==> src/rtl/vme_pkg.sv <==
// Shared types and constants for the VME A16 slave controller.
package vme_pkg;

  typedef enum logic [2:0] {
    IDLE,
    DECODE,
    READ_WAIT,
    WRITE,
    ACK,
    ERR,
    RELEASE
  } state_t;

  localparam logic [5:0] AM_A16_USER  = 6'h29;
  localparam logic [5:0] AM_A16_SUPER = 6'h2D;

  // Register window offsets within the board page
  localparam logic [7:0] REG_OFS_FIRST = 8'h80;
  localparam logic [7:0] REG_OFS_LAST  = 8'hA4;

  // Offsets that own a write strobe; the rest of the window is read-only
  localparam logic [7:0] WE_LO = 8'h80;
  localparam logic [7:0] WE_HI = 8'h8E;

  function automatic logic am_ok(input logic [5:0] am);
    return (am == AM_A16_USER) || (am == AM_A16_SUPER);
  endfunction

  function automatic logic we_range(input logic [7:0] ofs);
    return (ofs >= WE_LO) && (ofs <= WE_HI);
  endfunction

endpackage

==> src/rtl/vme_sync.sv <==
// Multi-flop synchroniser for asynchronous VME strobes; presets to the
// deasserted (high) level so a reset never looks like an active strobe.
module vme_sync #(
  parameter int STAGES = 2,
  parameter int WIDTH  = 1
) (
  input  logic             clk,
  input  logic             rst,
  input  logic [WIDTH-1:0] d,
  output logic [WIDTH-1:0] q
);

  logic [WIDTH-1:0] ff [STAGES];

  // Shift the async input through the flop chain
  always_ff @(posedge clk or posedge rst) begin
    if (rst) begin
      for (int i = 0; i < STAGES; i++) ff[i] <= '1;
    end else begin
      ff[0] <= d;
      for (int i = 1; i < STAGES; i++) ff[i] <= ff[i-1];
    end
  end

  assign q = ff[STAGES-1];

endmodule

==> src/rtl/vme_slave_ctrl.sv <==
// VME A16 slave bus-cycle controller: strobe sync, address/AM decode,
// read-mux capture, register write strobe, DTACK*/BERR* generation.
module vme_slave_ctrl
  import vme_pkg::*;
#(
  parameter logic [7:0]  BASE_HI     = 8'h7C,
  parameter int          SYNC_STAGES = 2,
  parameter int unsigned READ_LAT    = 1,
  parameter int unsigned TIMEOUT     = 255
) (
  input  logic        clk,
  input  logic        rst,
  input  logic        vme_as_n,
  input  logic [1:0]  vme_ds_n,
  input  logic        vme_write_n,
  input  logic [5:0]  vme_am,
  input  logic [15:0] vme_addr,
  input  logic [15:0] vme_din,
  input  logic [15:0] mux_dout,
  output logic [15:0] mux_addr,
  output logic [15:0] vme_dout,
  output logic        vme_doe,
  output logic        vme_dtack_n,
  output logic        vme_berr_n,
  output logic        reg_we,
  output logic [7:0]  reg_waddr,
  output logic [15:0] reg_wdata,
  output logic        busy
);

  localparam logic [2:0] LAT_INIT = 3'(READ_LAT);
  localparam logic [7:0] TMO_INIT = 8'(TIMEOUT);

  state_t      state;
  logic        as_s;
  logic [1:0]  ds_s;
  logic        wr_s;
  logic [5:0]  am_q;
  logic        wr_n_q;
  logic [1:0]  ds_q;
  logic [2:0]  lat_cnt;
  logic [7:0]  tmo_cnt;
  logic        armed;
  logic        hit;
  logic        bad;

  vme_sync #(.STAGES(SYNC_STAGES), .WIDTH(1)) u_sync_as (
    .clk(clk), .rst(rst), .d(vme_as_n), .q(as_s)
  );
  vme_sync #(.STAGES(SYNC_STAGES), .WIDTH(2)) u_sync_ds (
    .clk(clk), .rst(rst), .d(vme_ds_n), .q(ds_s)
  );
  vme_sync #(.STAGES(SYNC_STAGES), .WIDTH(1)) u_sync_wr (
    .clk(clk), .rst(rst), .d(vme_write_n), .q(wr_s)
  );

  // Decode works on the address/AM latched when the cycle started
  assign hit  = (mux_addr[15:8] == BASE_HI) && am_ok(am_q);
  assign bad  = (ds_q != 2'b00) || mux_addr[0];
  assign busy = (state != IDLE);

  // Bus-cycle FSM with registered outputs; read latency is counted from
  // the MUX_ADDR latch so capture lands one cycle before DTACK* falls
  always_ff @(posedge clk or posedge rst) begin
    if (rst) begin
      state       <= IDLE;
      mux_addr    <= '0;
      vme_dout    <= '0;
      vme_doe     <= 1'b0;
      vme_dtack_n <= 1'b1;
      vme_berr_n  <= 1'b1;
      reg_we      <= 1'b0;
      reg_waddr   <= '0;
      reg_wdata   <= '0;
      am_q        <= '0;
      wr_n_q      <= 1'b1;
      ds_q        <= 2'b11;
      lat_cnt     <= '0;
      tmo_cnt     <= '0;
      armed       <= 1'b0;
    end else begin
      reg_we <= 1'b0;
      case (state)
        IDLE: begin
          // A new cycle needs AS* seen high first, so an ignored or
          // aborted cycle cannot retrigger while AS* is still low
          if (as_s) armed <= 1'b1;
          if (armed && !as_s && ds_s != 2'b11) begin
            state    <= DECODE;
            mux_addr <= vme_addr;
            am_q     <= vme_am;
            wr_n_q   <= wr_s;
            ds_q     <= ds_s;
            lat_cnt  <= LAT_INIT;
            armed    <= 1'b0;
          end
        end
        DECODE: begin
          if (as_s || !hit) begin
            state <= IDLE;
          end else if (bad) begin
            state      <= ERR;
            vme_berr_n <= 1'b0;
            tmo_cnt    <= TMO_INIT;
          end else if (wr_n_q) begin
            state   <= READ_WAIT;
            vme_doe <= 1'b1;
            lat_cnt <= lat_cnt - 3'd1;
            if (lat_cnt == 3'd1) vme_dout <= mux_dout;
          end else begin
            state <= WRITE;
            if (we_range(mux_addr[7:0])) begin
              reg_we    <= 1'b1;
              reg_waddr <= mux_addr[7:0];
              reg_wdata <= vme_din;
            end
          end
        end
        READ_WAIT: begin
          if (as_s) begin
            state   <= IDLE;
            vme_doe <= 1'b0;
          end else if (lat_cnt == 3'd0) begin
            state       <= ACK;
            vme_dtack_n <= 1'b0;
            tmo_cnt     <= TMO_INIT;
          end else begin
            lat_cnt <= lat_cnt - 3'd1;
            if (lat_cnt == 3'd1) vme_dout <= mux_dout;
          end
        end
        WRITE: begin
          if (as_s) begin
            state <= IDLE;
          end else begin
            state       <= ACK;
            vme_dtack_n <= 1'b0;
            tmo_cnt     <= TMO_INIT;
          end
        end
        ACK, ERR: begin
          if (ds_s == 2'b11 || tmo_cnt == 8'd1) begin
            state       <= RELEASE;
            vme_dtack_n <= 1'b1;
            vme_berr_n  <= 1'b1;
            vme_doe     <= 1'b0;
            tmo_cnt     <= '0;
          end else begin
            tmo_cnt <= tmo_cnt - 8'd1;
          end
        end
        RELEASE: begin
          if (as_s) begin
            state <= IDLE;
            armed <= 1'b1;
          end
        end
        default: state <= IDLE;
      endcase
    end
  end

endmodule

==> config.mk <==
export PLATFORM = sky130hd
export DESIGN_NAME = vme_slave_ctrl
export DESIGN_NICKNAME = d
export VERILOG_FILES = /design/src/rtl/vme_pkg.sv /design/src/rtl/vme_sync.sv /design/src/rtl/vme_slave_ctrl.sv
export SDC_FILE = /design/constraint.sdc
export NUM_CORES = 1
export LEC_CHECK = 0
export ABC_AREA = 1
export BUFFER_PORTS_ARGS = -buffer_cell sky130_fd_sc_hd__buf_2
export CAP_MARGIN = 20
export CORE_UTILIZATION = 43
export DETAILED_ROUTE_END_ITERATION = 16
export GPL_ROUTABILITY_DRIVEN = 0
export HOLD_SLACK_MARGIN = 0.12
export PLACE_DENSITY = 0.68
export SETUP_SLACK_MARGIN = 0.2
export SYNTH_ARGS = -nofsm -noshare
export SYNTH_HDL_FRONTEND = slang
export SYNTH_SLANG_ARGS = --single-unit
==> constraint.sdc <==
create_clock -name clk -period 4.75 [get_ports clk]
set_input_delay 0.95 -clock clk [delete_from_list [all_inputs] [get_ports clk]]
set_output_delay 0.95 -clock clk [all_outputs]
set_load 0.01 [all_outputs]
==> impl_results.md <==
* Worst r2r dst: reg_waddr[7]
* YS warnings at 0
* Hold bufs inserted after CTS at 0
* Outcome: finished clean
* FF-to-FF path depth at 8
* Kind of critical path: reg -> out
* Maxcap violations at 0
* Site Rows at 35
* Initial antenna violation count at 0
* 1st-pass router iterations at 4
* Cts bufs inserted at 9
* Mean Syn Cell Area at between 8 and 9 um2
* CP max stage cell: dfrtp_1
* Vias at 3376
* Die ar. at 9890 um2
* Post-CTS setup repair buffer count at 0
* Reg2reg setup slack at 2.67 ns
* Top cell type's share of synthesized area at 47.8%
* Total Routing Usage GR at a little under a fifth
* TritonCTS sink count at 91
* Core outline area at between 9000 and 10000 um2
* Final ANT Viol Nets at 0
* CP max stage delay at 0.58 ns
* Worst-path clk slew at 0.09 ns
* Commonest non-fill, non-tap cells in the layout: nand2_1 (155), buf_2 (119), dfrtp_1 (78)
* Relative slew slack at a little under three fifths
* Critical R2R Launch: state[1]
* Post-Syn Nets at 522
* Hold slack at 0.358 ns
* Fmax at 437 MHz
* Worst Hold Path Cells at 0
* Initial Util at 44.2%
* #FFs+latches synth at 91
* Worst EP arrival at 1.34 ns
* Design Power at ~2.8 mW
* Diode count at 0
* RSZ-0062 raised after global routing: false
* Routed len/inst at 12.3 um
* Synthesized instance count at around 460
* Final min period at 2.29 ns
* Sequential area share after synthesis at 56.2%
* CTS Buffer Depth at 2
* Post-Layout Cell Count at 712
* H-tree levels at 3
* Most common cell after layout, fill and taps aside: nand2_1
* Critical path startpoint category: register
* Final Hold Fails at 0
* Fraction of layout cells with a size suffix above 1 at 31.7%
* Worst slew pin tran at 0.651 ns
* Crit share post-route at 48.2%
* Post-route DRC at 0
* P per Cell Area at 564 nW/um2
* Inst Count DP at 695
* Critical path cell sequence: inv_2 > nand2_1 > buf_2
* Vias/cell at 4.74
* Largest net degree at the start of global routing at 62
* Worst-path fanout max at 8
* Drt total wl at 8.76 mm
* P_leak at 2.65 nW
* Die height at between 90 and 100 um
* Top cell type by total area after synthesis: dfrtp_1
* Vias in the first global route at 3296
* Worst skew pair latency at 0.36 ns
* HP Start: u_sync_wr.ff[1]
* Fillcell total at 853
* DRT iter0 DRCs at 146
* Worst setup EP type: output pin
* CTS Root Cell: clkbuf_8
* Setup Skew at 0.0115 ns
* Die W at 99.4 um
* PortBufs at 119
* Setup TNS at 0 ns
* Area Growth Syn to Fin at 22.0%
* Worst min-delay path category: reg -> reg
* Nets at 643
* PostCTS Resize Cnt at 0
* Number of distinct library cells after synthesis at 33
* Io pins at ~120
* Slew Limit Fails at 0
* # setup viols final at 0
* Synth top area cells: dfrtp_1 (48%), nand2_1 (14%), dfstp_2 (8.4%)
* Final HPWL DP at 6.30 mm
* Data required time of the critical path at 3.80 ns
* First-pass GRT wire length at 14.7 mm
* Hold Crit Endpoint: u_sync_wr.q
* CTS tree: built
* Grt ovf at 0
* Max VDD drop at slightly above 0.0003 V
* Syn Std Cell Area at 4080 um2
-- critical path: cells and delay by family, from the launching register on --
| kind | cells | cell delay [ns] |
|---|---|---|
| buf+inv | 2 | 0.25 |
| simple gates | 1 | 0.15 |
| flops | 1 | 0.58 |
-- per-stage QoR --
stage,utilization [%],cell area [um2],setup slack (ns)
after global placement,51.7,4780,2.50
after detailed placement,51.7,4780,2.46
after CTS,53.7,4960,2.46
final,53.9,4980,2.46
after floorplan,-,4080,1.46
after global routing,53.9,4980,2.39
-- metal layers --
metal  vias up  routed length [um]  global-route usage (%)
met5         -                   0                       0
met4         0                 210                    9.16
met3        21                 361                    2.81
met2        90                4420                    32.6
met1      1593                3770                    22.3
li1       1672                   -                       -
-- Yosys cell counts --
cell        n
nor2_4      1
nor2_1     38
a21boi_0    2
nand2_4     2
dfrtp_1    78
nand3_1    39
xnor2_1     2
o21ai_2     1
dfstp_2    13
o21bai_1    2
ha_1        5
nor3_1      1
nand3_4     2
buf_6       2
nand2_2     1
inv_4       1
or2_2       1
a21oi_1    19
nand3_2     1
inv_2       5
a31oi_1     1
o21ai_0     6
a22oi_1     1
nor2_8      1
nor2_2      1
xor2_1      2
nand4_1     1
buf_4       3
o21ai_1     3
nand2_1   155
buf_2       7
inv_1      44
mux2_2     16
-- kinds of logic after synthesis --
family          after synthesis  synth area share, %
mux                          16                 4.41
flops                        91                 56.2
fa+ha+maj                     5                 1.53
buf+inv                      62                 6.62
xor+xnor                      4                0.858
simple gates                244                 25.7
compound gates               35                 4.72
-- layout make-up --
cell class	instances	area (um2)	area share (%)
clock buffer	10	138	2.76
clock inverter	6	47.5	0.955
tap	129	161	3.24
multi-input combinational	304	1520	30.5
inverter	50	191	3.84
timing repair buffer	122	631	12.7
sequential	91	2290	46.0
-- flip-flops by register name, indices dropped and copies added, names as in the netlist, 2 cells and up --
| register | count |
|---|---|
| mux_addr | 16 |
| reg_wdata | 16 |
| vme_dout | 16 |
| reg_waddr | 8 |
| tmo_cnt | 8 |
| am_q | 5 |
| lat_cnt | 3 |
| state | 3 |
| ds_q | 2 |
| u_sync_ds.ff | 2 |
| u_sync_ds.q | 2 |
-- worst max path at each step --
stage / to / start / depth (start not counted) / slack, ns
6_report: busy / state[1] / 3 / 2.46
5_1_grt: busy / state[1] / 3 / 2.39
3_3_place_gp: wr_n_q / rst / 3 / 2.50
2_1_floorplan: am_q[0] / rst / 1 / 1.46
4_1_cts: busy / state[1] / 3 / 2.46
3_5_place_dp: wr_n_q / rst / 3 / 2.46
-- where the power goes --
part / internal [mW] / switching, mW / leakage, nW
clock network: 0.209 / 0.288 / 0.0868
registers: 1.03 / 0.162 / 1.02
logic: 0.433 / 0.689 / 1.54
total: 1.67 / 1.14 / 2.65
Power figures use the tool's default switching activity.
